==> src/rtl/uart_tx_pkg.sv <==
// -----------------------------------------------------------------------------
// uart_tx_pkg
// Shared definitions for the UART transmit path.
//   - tx_state_e : frame FSM state encoding (IDLE, START, DATA, PARITY, STOP).
//                  The encoding is fixed here so the receive side and any
//                  debug tooling decode it the same way.
//   - LINE_*     : serial line levels for the idle, start and stop conditions.
// -----------------------------------------------------------------------------
package uart_tx_pkg;

  typedef enum logic [2:0] {
    ST_IDLE   = 3'd0,
    ST_START  = 3'd1,
    ST_DATA   = 3'd2,
    ST_PARITY = 3'd3,
    ST_STOP   = 3'd4
  } tx_state_e;

  localparam logic LINE_IDLE  = 1'b1;
  localparam logic LINE_START = 1'b0;
  localparam logic LINE_STOP  = 1'b1;

endpackage : uart_tx_pkg

==> src/rtl/uart_parity_gen.sv <==
// -----------------------------------------------------------------------------
// uart_parity_gen
// Combinational parity generator for the transmit frame.
//   Parameters:
//     DATA_WIDTH  payload width in bits
//   Ports:
//     data_i      latched payload
//     par_typ_i   0 = even parity, 1 = odd parity
//     parity_o    parity bit to place on the line
// The module body only exists when UART_TX_PARITY_EN is defined; without the
// macro the core never instantiates it and the file compiles to nothing.
// -----------------------------------------------------------------------------
`ifdef UART_TX_PARITY_EN
module uart_parity_gen #(
  parameter int DATA_WIDTH = 8
) (
  input  logic [DATA_WIDTH-1:0] data_i,
  input  logic                  par_typ_i,
  output logic                  parity_o
);

  // Even parity makes the total count of ones (data + parity) even, so the
  // parity bit is simply the XOR of the data; odd parity inverts it.
  assign parity_o = (^data_i) ^ par_typ_i;

endmodule : uart_parity_gen
`endif

==> src/rtl/uart_tx_core.sv <==
// -----------------------------------------------------------------------------
// uart_tx_core
// Serial transmit engine: accepts a parallel word through a valid/busy
// handshake and sends one asynchronous frame
//   start(0) | DATA_WIDTH data bits, LSB first | [parity] | stop(1)
// Bit timing comes from a prescale down-counter on the system clock.
//
// Parameters:
//   DATA_WIDTH      payload bits per frame (>= 2)
//   PRESCALE_WIDTH  width of the prescale input
// Ports:
//   clk         system clock, rising edge
//   rst         synchronous active-high reset (forces idle, truncates a frame)
//   p_data      word to transmit, latched on accept
//   data_valid  request; accepted only while busy is low
//   par_en      1 = insert a parity bit (latched on accept)
//   par_typ     0 = even, 1 = odd parity (latched on accept)
//   prescale    clocks per bit, 0 treated as 1 (latched on accept)
//   tx_out      registered serial line, idle high
//   busy        registered, high for exactly one frame length
//
// Build option:
//   UART_TX_PARITY_EN  when defined, the PARITY state and the parity
//                      generator are compiled in. When undefined, par_en and
//                      par_typ are accepted but ignored and every frame is
//                      DATA_WIDTH+2 bits long.
// -----------------------------------------------------------------------------
module uart_tx_core
  import uart_tx_pkg::*;
#(
  parameter int DATA_WIDTH     = 8,
  parameter int PRESCALE_WIDTH = 6
) (
  input  logic                      clk,
  input  logic                      rst,
  input  logic [DATA_WIDTH-1:0]     p_data,
  input  logic                      data_valid,
  input  logic                      par_en,
  input  logic                      par_typ,
  input  logic [PRESCALE_WIDTH-1:0] prescale,
  output logic                      tx_out,
  output logic                      busy
);

  localparam int IDX_W = $clog2(DATA_WIDTH);

  localparam logic [PRESCALE_WIDTH-1:0] CNT_ONE  = PRESCALE_WIDTH'(1);
  localparam logic [IDX_W-1:0]          IDX_ONE  = IDX_W'(1);
  localparam logic [IDX_W-1:0]          IDX_LAST = IDX_W'(DATA_WIDTH - 1);

  // Control state (reset)
  tx_state_e                 state_q, state_d;
  logic                      tx_q, tx_d;
  logic                      busy_q, busy_d;
  logic [PRESCALE_WIDTH-1:0] cnt_q, cnt_d;
  logic [PRESCALE_WIDTH-1:0] presc_q, presc_d;
  logic [IDX_W-1:0]          idx_q, idx_d;

  // Datapath state (not reset; only meaningful while a frame is running)
  logic [DATA_WIDTH-1:0]     shreg_q, shreg_d;

  logic [PRESCALE_WIDTH-1:0] presc_eff;
  logic                      bit_end;

  // A prescale of zero would never terminate a bit, so it is promoted to 1.
  assign presc_eff = (prescale == '0) ? CNT_ONE : prescale;

  // The counter is loaded with the bit period and the bit ends on the cycle
  // it shows 1. The "<=" also covers a cleared counter defensively.
  assign bit_end = (cnt_q <= CNT_ONE);

`ifdef UART_TX_PARITY_EN
  logic                  par_en_q, par_en_d;
  logic                  par_typ_q, par_typ_d;
  logic [DATA_WIDTH-1:0] data_q, data_d;
  logic                  parity_bit;

  // Parity is taken from an unshifted copy of the word, since the shift
  // register has been consumed by the time the parity bit is due.
  uart_parity_gen #(
    .DATA_WIDTH(DATA_WIDTH)
  ) u_parity_gen (
    .data_i    (data_q),
    .par_typ_i (par_typ_q),
    .parity_o  (parity_bit)
  );
`else
  // Parity ports exist for interface compatibility only in this build.
  logic unused_par_inputs;
  assign unused_par_inputs = par_en ^ par_typ;
`endif

  always_comb begin
    state_d = state_q;
    tx_d    = tx_q;
    busy_d  = busy_q;
    cnt_d   = cnt_q;
    presc_d = presc_q;
    idx_d   = idx_q;
    shreg_d = shreg_q;
`ifdef UART_TX_PARITY_EN
    par_en_d  = par_en_q;
    par_typ_d = par_typ_q;
    data_d    = data_q;
`endif

    // Every active state times its bit the same way: count down, reload on
    // the last cycle of the bit.
    if (state_q != ST_IDLE) begin
      cnt_d = bit_end ? presc_q : (cnt_q - CNT_ONE);
    end

    case (state_q)
      ST_IDLE: begin
        tx_d   = LINE_IDLE;
        busy_d = 1'b0;
        cnt_d  = '0;
        idx_d  = '0;
        if (data_valid) begin
          // Everything that shapes the frame is captured here so later input
          // changes cannot disturb it.
          state_d = ST_START;
          tx_d    = LINE_START;
          busy_d  = 1'b1;
          cnt_d   = presc_eff;
          presc_d = presc_eff;
          shreg_d = p_data;
`ifdef UART_TX_PARITY_EN
          par_en_d  = par_en;
          par_typ_d = par_typ;
          data_d    = p_data;
`endif
        end
      end

      ST_START: begin
        if (bit_end) begin
          state_d = ST_DATA;
          tx_d    = shreg_q[0];
          idx_d   = '0;
        end
      end

      ST_DATA: begin
        if (bit_end) begin
          if (idx_q == IDX_LAST) begin
`ifdef UART_TX_PARITY_EN
            if (par_en_q) begin
              state_d = ST_PARITY;
              tx_d    = parity_bit;
            end else begin
              state_d = ST_STOP;
              tx_d    = LINE_STOP;
            end
`else
            state_d = ST_STOP;
            tx_d    = LINE_STOP;
`endif
          end else begin
            // Bit 0 is already on the line; shift and present the next one.
            shreg_d = shreg_q >> 1;
            tx_d    = shreg_q[1];
          end
          // Index saturates at the last data bit.
          idx_d = (idx_q == IDX_LAST) ? idx_q : (idx_q + IDX_ONE);
        end
      end

`ifdef UART_TX_PARITY_EN
      ST_PARITY: begin
        if (bit_end) begin
          state_d = ST_STOP;
          tx_d    = LINE_STOP;
        end
      end
`endif

      ST_STOP: begin
        if (bit_end) begin
          // Return to idle for at least one cycle before the next accept.
          state_d = ST_IDLE;
          tx_d    = LINE_IDLE;
          busy_d  = 1'b0;
          cnt_d   = '0;
          idx_d   = '0;
        end
      end

      default: begin
        state_d = ST_IDLE;
        tx_d    = LINE_IDLE;
        busy_d  = 1'b0;
        cnt_d   = '0;
        idx_d   = '0;
      end
    endcase
  end

  // Control registers: reset returns the line to idle immediately.
  always_ff @(posedge clk) begin
    if (rst) begin
      state_q <= ST_IDLE;
      tx_q    <= LINE_IDLE;
      busy_q  <= 1'b0;
      cnt_q   <= '0;
      presc_q <= '0;
      idx_q   <= '0;
`ifdef UART_TX_PARITY_EN
      par_en_q  <= 1'b0;
      par_typ_q <= 1'b0;
`endif
    end else begin
      state_q <= state_d;
      tx_q    <= tx_d;
      busy_q  <= busy_d;
      cnt_q   <= cnt_d;
      presc_q <= presc_d;
      idx_q   <= idx_d;
`ifdef UART_TX_PARITY_EN
      par_en_q  <= par_en_d;
      par_typ_q <= par_typ_d;
`endif
    end
  end

  // Datapath registers: loaded on accept, no reset needed.
  always_ff @(posedge clk) begin
    shreg_q <= shreg_d;
`ifdef UART_TX_PARITY_EN
    data_q  <= data_d;
`endif
  end

  assign tx_out = tx_q;
  assign busy   = busy_q;

endmodule : uart_tx_core

==> config.mk <==
export PLATFORM = sky130hd
export DESIGN_NAME = uart_tx_core
export DESIGN_NICKNAME = d
export VERILOG_FILES = /design/src/rtl/uart_tx_pkg.sv /design/src/rtl/uart_parity_gen.sv /design/src/rtl/uart_tx_core.sv
export SDC_FILE = /design/constraint.sdc
export NUM_CORES = 1
export LEC_CHECK = 0
export CORE_ASPECT_RATIO = 0.9
export CORE_MARGIN = 4
export CORE_UTILIZATION = 50
export DETAILED_ROUTE_END_ITERATION = 7
export PLACE_DENSITY = 0.71
export SETUP_SLACK_MARGIN = 0.2
export SYNTH_ARGS = -nofsm -noshare
export SYNTH_HDL_FRONTEND = slang
export SYNTH_SLANG_ARGS = --single-unit
==> constraint.sdc <==
create_clock -name clk -period 2.3 [get_ports clk]
set_input_delay 0.46 -clock clk [delete_from_list [all_inputs] [get_ports clk]]
set_output_delay 0.46 -clock clk [all_outputs]
set_load 0.005 [all_outputs]
==> results of run 1 <==
==> critical path, stage by stage, from the launching register on <==
cell and delay (ps):
dfxtp_1 380, or3_4 400, or3_4 460, nor2_4 180, nand2_1 90, nand2_2 180
==> layer usage <==
layer,share of wire,wire [µm]
met5,0,0
met4,0.024,82
met3,0.066,222
met2,0.48,1620
met1,0.43,1460
==> power groups by stage <==
stage,combinational [mW],clock (mW),sequential (mW)
after CTS,1.19,0.214,0.879
final,1.21,0.213,0.881
after detailed placement,1.19,0,0.891
after global routing,1.33,0.236,0.911
after floorplan,1.00,0,0.794
after global placement,1.15,0,0.879
==> metrics by stage <==
stage                     std cells  utilization  instance area (µm²)  hold WS [ps]  power, mW
after floorplan                 169            -                 1500           436       1.79
after global placement          222        0.612                 1720           449       2.02
after detailed placement        222        0.612                 1720           448       2.08
after CTS                       226        0.621                 1750           467       2.29
after global routing            226        0.623                 1750           491       2.48
final                           226        0.623                 1750           465       2.31
==> how the worst max path moves through the flow <==
stage / start / endpoint / slack, ps / cells after the start
2_1_floorplan: cnt_q[4] / shreg_q[0] / 450 / 5
6_report: cnt_q[4] / shreg_q[2] / 320 / 5
3_3_place_gp: cnt_q[4] / shreg_q[0] / 270 / 5
4_1_cts: cnt_q[4] / shreg_q[2] / 230 / 5
5_1_grt: cnt_q[5] / shreg_q[3] / 240 / 5
3_5_place_dp: cnt_q[4] / shreg_q[1] / 240 / 5
==> cells in the final DEF, fill, tap and decap left out, types with 5 or more instances in the layout <==
| cell type | count |
|---|---|
| clkdlybuf4s50_1 | 18 |
| edfxtp_1 | 8 |
| dfxtp_1 | 20 |
| nand2_1 | 18 |
| nor3_1 | 7 |
| nand3_1 | 8 |
| buf_4 | 5 |
| nor2_1 | 13 |
| mux2_2 | 7 |
| a21oi_1 | 17 |
| o21ai_0 | 6 |
==> synth_stat cells (2+ instances only) <==
master,count
dfxtp_1,20
nand2_1,19
a21oi_1,17
nor2_1,14
clkbuf_1,9
edfxtp_1,8
nand3_1,8
mux2_2,7
nor3_1,7
o21ai_0,6
a31oi_1,4
ha_1,4
inv_1,4
o22ai_1,4
a311oi_1,3
o211ai_1,3
o21bai_1,3
a211oi_1,2
nand2b_1,2
nor3b_1,2
or3_4,2
==> final cells by class <==
type                            instances  area, µm²
Fill cell                             266       1060
Tap cell                               40       50.0
Inverter                                4       15.0
Clock buffer                            4       26.3
Sequential cell                        28        641
Timing Repair Buffer                   23        218
Multi-Input combinational cell        127        803
==> flip-flops by register name, indices dropped and copies added (netlist names) <==
register,cells
state_q,3
cnt_q,6
idx_q,3
shreg_q,8
busy,1
presc_q,6
tx_out,1
==> kinds of logic after synthesis <==
family	Yosys count
simple gates	62
mux	8
buf+inv	14
compound gates	51
xor+xnor	2
flops	28
fa+ha+maj	4
==> what timing repair did <==
action / 4_1_cts / 5_1_grt
gates resized for setup: 0 / 2
setup endpoints to repair: 0 / 11
hold buffers: 0 / 0
==> flow_metrics.py, run 1 <==
metrics = {
    "status": {
        "outcome": "finished clean",
    },
    "timing": {
        "max_clock_freq_ghz": 0.505,
        "rsz0062_at_grt": "false",
        "worst_slew_pin_slew_ps": 626,
        "fin_ws_ps": 318,
        "timing.final.crit_share": 0.862,
        "clock_skew_ps": 2.42,
        "period_needed_ps": 1980,
        "hold_viol": 0,
        "slew_headroom": 0.582,
        "fin_tns_setup_ps": 0,
        "drv_slew": 0,
        "setup_viol": 0,
    },
    "global_routing": {
        "grt.met1_usage": 0.244,
        "met3_usage": 0.0338,
        "grt_antenna_before_repair": 0,
        "grt_pass1_vias": 1244,
        "grt_pass1_wl_mm": 5.60,
        "gr-total-overflow": 0,
        "grt_use_total": 0.187,
        "use_met2": 0.299,
        "grt.busiest_layer": "met2",
        "grt_max_degree": 21,
    },
    "detailed_routing": {
        "wl_mm": 3.38,
        "drt-initial-drc-count": 119,
        "viasPerCell": 5.91,
        "drtPass1Iterations": 4,
        "drcViolationCount": 0,
        "vias": 1336,
        "final_antenna_net_count": 0,
        "wl_per_cell_um": 15.0,
    },
    "worst_hold_path": {
        "hp-start": "presc_q[4]",
        "min_to": "presc_q[4]",
        "whs_path_depth": 2,
        "holdCritPathClass": "reg2reg",
    },
    "logic_synthesis": {
        "synthXorXnorAreaFrac": 0.0117,
        "ys_seq_area_frac": 0.427,
        "netlist_area_um2": 1500,
        "synth_edf_count": 8,
        "yosys.area_share.adder": 0.0334,
        "synth_top_family_by_area": "compound AO/OA/AOI/OAI gates",
        "synth_nets": 192,
        "synth.avg_cell_area_um2": 8.87,
        "synth_compound_area_frac": 0.220,
        "synth_top_area_share": 0.267,
        "synthTopCellsByArea": "dfxtp_1 (27%), edfxtp_1 (16%), a21oi_1 (5.7%), mux2_2 (5.3%), nand2_1 (4.8%)",
        "syn_inst": 169,
        "ys_warn_count": 0,
        "synth_simple_gate_area_frac": 0.208,
        "yosys_register_bits": 28,
        "ys_types": 42,
        "ys.flop_type": "dfxtp_1",
        "synth_top_area_cell": "dfxtp_1",
        "synthArstFlopShare": 0,
        "synth.area.mux_share": 0.0593,
    },
    "die": {
        "rows": 18,
        "die_y_um": 59.9,
        "core_um2": 2820,
        "fp.dieW_um": 65.7,
        "initial_core_util": 0.532,
        "die_area_um2": 3940,
        "io_pins": 21,
    },
    "power": {
        "p_switching_mw": 1.01,
        "swShare": 0.438,
        "power_leakage_nw": 0.614,
        "internal_power_mw": 1.30,
        "power.density_nw_per_um2": 1320,
        "power_frac_seq": 0.382,
        "vdd_drop_max_mv": 0.641,
        "p_comb_frac": 0.525,
        "pwr-share-clk": 0.093,
    },
    "cts": {
        "post_cts_buffers": 0,
        "cts_max_path_buffers": 2,
        "cts_made_buffers": 3,
        "clkTransAtPathRegs_ps": 140,
        "cts_tree": "built",
        "clock_latency_ps": 340,
        "clock_tree.root_cell": "clkbuf_4",
        "cts_num_sinks": 28,
        "h-tree-depth": 1,
    },
    "setup_path": {
        "r2r_slack_ps": 320,
        "critPathCaptureType": "flop",
        "cp.arrival_ps": 2030,
        "reg2reg_to": "shreg_q[2]",
        "worstPathMaxFanout": 11,
        "rr_worst_depth": 5,
        "required_ps": 2350,
        "critical_path_class": "reg2reg",
        "timing.rr.start": "cnt_q[4]",
        "cp-start-kind": "flop",
    },
    "final_layout": {
        "n_antenna_cell": 0,
        "final_nets": 210,
        "syn2layout_area_growth_pct": 16.9,
        "drive_above_1_share": 0.129,
    },
    "placed_design": {
        "dp_hpwl_mm": 2.57,
        "routabilityCongestion": 0.832,
        "place_ws_ps": 238,
        "io_buffers": 18,
    },
    "job": {
        "cap_viol_max_count": 0,
    },
}
(Power assumes the default switching activity.)
==> run 2: changes to the inputs <==
--- a/config.mk
+++ b/config.mk
@@ -8,6 +8,7 @@
 export CORE_ASPECT_RATIO = 0.9
 export CORE_MARGIN = 4
 export CORE_UTILIZATION = 50
+export CTS_CLUSTER_SIZE = 20
 export DETAILED_ROUTE_END_ITERATION = 7
 export PLACE_DENSITY = 0.71
 export SETUP_SLACK_MARGIN = 0.2
==> results of run 2 <==
The final DEF is identical to that of run 1; final timing and power are the same.
==> run 3: changes to the inputs <==
--- a/config.mk
+++ b/config.mk
@@ -8,10 +8,10 @@
 export CORE_ASPECT_RATIO = 0.9
 export CORE_MARGIN = 4
 export CORE_UTILIZATION = 50
+export CTS_CLUSTER_DIAMETER = 30
 export CTS_CLUSTER_SIZE = 20
 export DETAILED_ROUTE_END_ITERATION = 7
 export PLACE_DENSITY = 0.71
-export SETUP_SLACK_MARGIN = 0.2
 export SYNTH_ARGS = -nofsm -noshare
 export SYNTH_HDL_FRONTEND = slang
 export SYNTH_SLANG_ARGS = --single-unit
==> run 3 against run 2 <==
Hold slack barely moved. Power fell by 0.45%. Largest power group unchanged. Final cell count did not move. Non-clock buffer count did not move. Via count fell by 2.2%. Fmax fell by 4.4%.
==> flow_metrics.py, run 3 (synthesis results as in run 1) <==
metrics = {
    "final_layout": {
        "final_nets": 210,
        "nFillCells": 264,
        "n_antenna_cell": 0,
        "largest_register_ffs": 8,
        "syn2layout_area_growth_pct": 16.6,
        "drive_above_1_share": 0.118,
        "top_register": "shreg_q",
        "fin_cells": 226,
        "top_regs": "shreg_q (8), cnt_q (6), presc_q (6)",
        "layout_commonest_cell": "dfxtp_1",
        "final_cell_mix": "dfxtp_1 (20), nand2_1 (19), clkdlybuf4s50_1 (18)",
    },
    "timing": {
        "timing.final.crit_share": 0.901,
        "setup_viol": 0,
        "slew_headroom": 0.585,
        "max_clock_freq_ghz": 0.483,
        "fin_tns_setup_ps": 0,
        "hold_viol": 0,
        "drv_slew": 0,
        "worst_slew_pin_slew_ps": 621,
        "rsz0062_at_grt": "false",
        "clock_skew_ps": 2.12,
        "period_needed_ps": 2070,
    },
    "die": {
        "die_area_um2": 3940,
        "io_pins": 21,
        "initial_core_util": 0.532,
        "core_um2": 2820,
        "rows": 18,
        "fp.dieW_um": 65.7,
        "die_y_um": 59.9,
    },
    "detailed_routing": {
        "vias": 1306,
        "wl_mm": 3.37,
        "wl_per_cell_um": 14.9,
        "final_antenna_net_count": 0,
        "drt-initial-drc-count": 136,
        "viasPerCell": 5.78,
        "drcViolationCount": 0,
        "drtPass1Iterations": 4,
    },
    "cts": {
        "ctsResizeCount": 0,
        "clock_latency_ps": 340,
        "ctsHoldBuffers": 0,
        "h-tree-depth": 1,
        "cts_tree": "built",
        "clkTransAtPathRegs_ps": 140,
        "clock_tree.root_cell": "clkbuf_4",
        "cts_made_buffers": 3,
        "cts_max_path_buffers": 2,
        "cts_num_sinks": 28,
        "post_cts_buffers": 0,
    },
    "setup_path": {
        "critical_path_class": "reg2reg",
        "critPathCaptureType": "flop",
        "path_cells": "or3_4 -> or3_4 -> nor2_4 -> nand2_1 -> nand2_1",
        "cp.arrival_ps": 2100,
        "slowest_stage": "or3_4",
        "critPathMaxStageDelay_ps": 460,
        "worstPathMaxFanout": 11,
        "required_ps": 2330,
        "cp-start-kind": "flop",
    },
    "placed_design": {
        "routabilityCongestion": 0.832,
        "placed_cells_incl_taps": 222,
        "dp_hpwl_mm": 2.57,
        "io_buffers": 18,
    },
    "power": {
        "power_leakage_nw": 0.614,
        "power.density_nw_per_um2": 1310,
        "vdd_drop_max_mv": 0.639,
        "fin_total_pwr_mw": 2.30,
    },
    "global_routing": {
        "met3_usage": 0.0338,
        "gr-total-overflow": 0,
        "use_met2": 0.299,
        "grt.busiest_layer": "met2",
        "grt_antenna_before_repair": 0,
        "grt_max_degree": 21,
        "grt.met1_usage": 0.244,
        "grt_pass1_wl_mm": 5.60,
        "grt_use_total": 0.187,
        "grt_pass1_vias": 1244,
    },
    "status": {
        "outcome": "finished clean",
    },
    "worst_hold_path": {
        "holdCritPathClass": "reg2reg",
    },
    "job": {
        "cap_viol_max_count": 0,
    },
}
==> run 3: cell types whose count changed in the layout (fill, tap and decap cells not counted) <==
cell / previous run / this run
nor2_2: 1 / 0
nor2_1: 13 / 14
nand2_1: 18 / 19
nand2_2: 1 / 0
==> run 3: area by class of cell <==
| type | instances | area (µm²) | share of cell area |
|---|---|---|---|
| timing repair buffer | 23 | 218 | 0.125 |
| tap | 40 | 50.0 | 0.0286 |
| multi-input combinational | 127 | 798 | 0.457 |
| sequential | 28 | 641 | 0.366 |
| inverter | 4 | 15.0 | 0.00859 |
| clock buffer | 4 | 26.3 | 0.0150 |
==> run 3: path summary, 6_finish.rpt <==
| check | from | endpoint | slack (ps) | depth (start not counted) |
|---|---|---|---|---|
| min | presc_q[4] | presc_q[4] | 460 | 2 |
| max | cnt_q[4] | shreg_q[2] | 230 | 5 |
| min reg2reg | presc_q[4] | presc_q[4] | 460 | 2 |
| max reg2reg | cnt_q[4] | shreg_q[2] | 230 | 5 |
==> run 3: power by group <==
part | switching (mW) | internal [mW] | total [mW]
clock network | 0.145 | 0.0683 | 0.213
logic | 0.685 | 0.518 | 1.20
registers | 0.174 | 0.706 | 0.881
==> run 3: per-stage QoR <==
step	area (µm²)	setup WS (ps)	utilization	hold slack (ps)
after floorplan	1500	448	-	436
after global placement	1720	270	0.612	449
after detailed placement	1720	238	0.612	448
after CTS	1750	225	0.621	467
after global routing	1750	100	0.621	491
final	1750	228	0.621	465
==> run 3: layer usage <==
| metal | share of wire | vias to the layer above |
|---|---|---|
| li1 | - | 658 |
| met1 | 0.43 | 597 |
| met2 | 0.48 | 42 |
| met3 | 0.061 | 9 |
| met4 | 0.024 | 0 |
| met5 | 0 | - |
==> run 3: critical path, delay by kind of cell, from the launching register on <==
family           cells  cell delay (ps)
flip-flops           1              380
AND/OR/NAND/NOR      5             1380
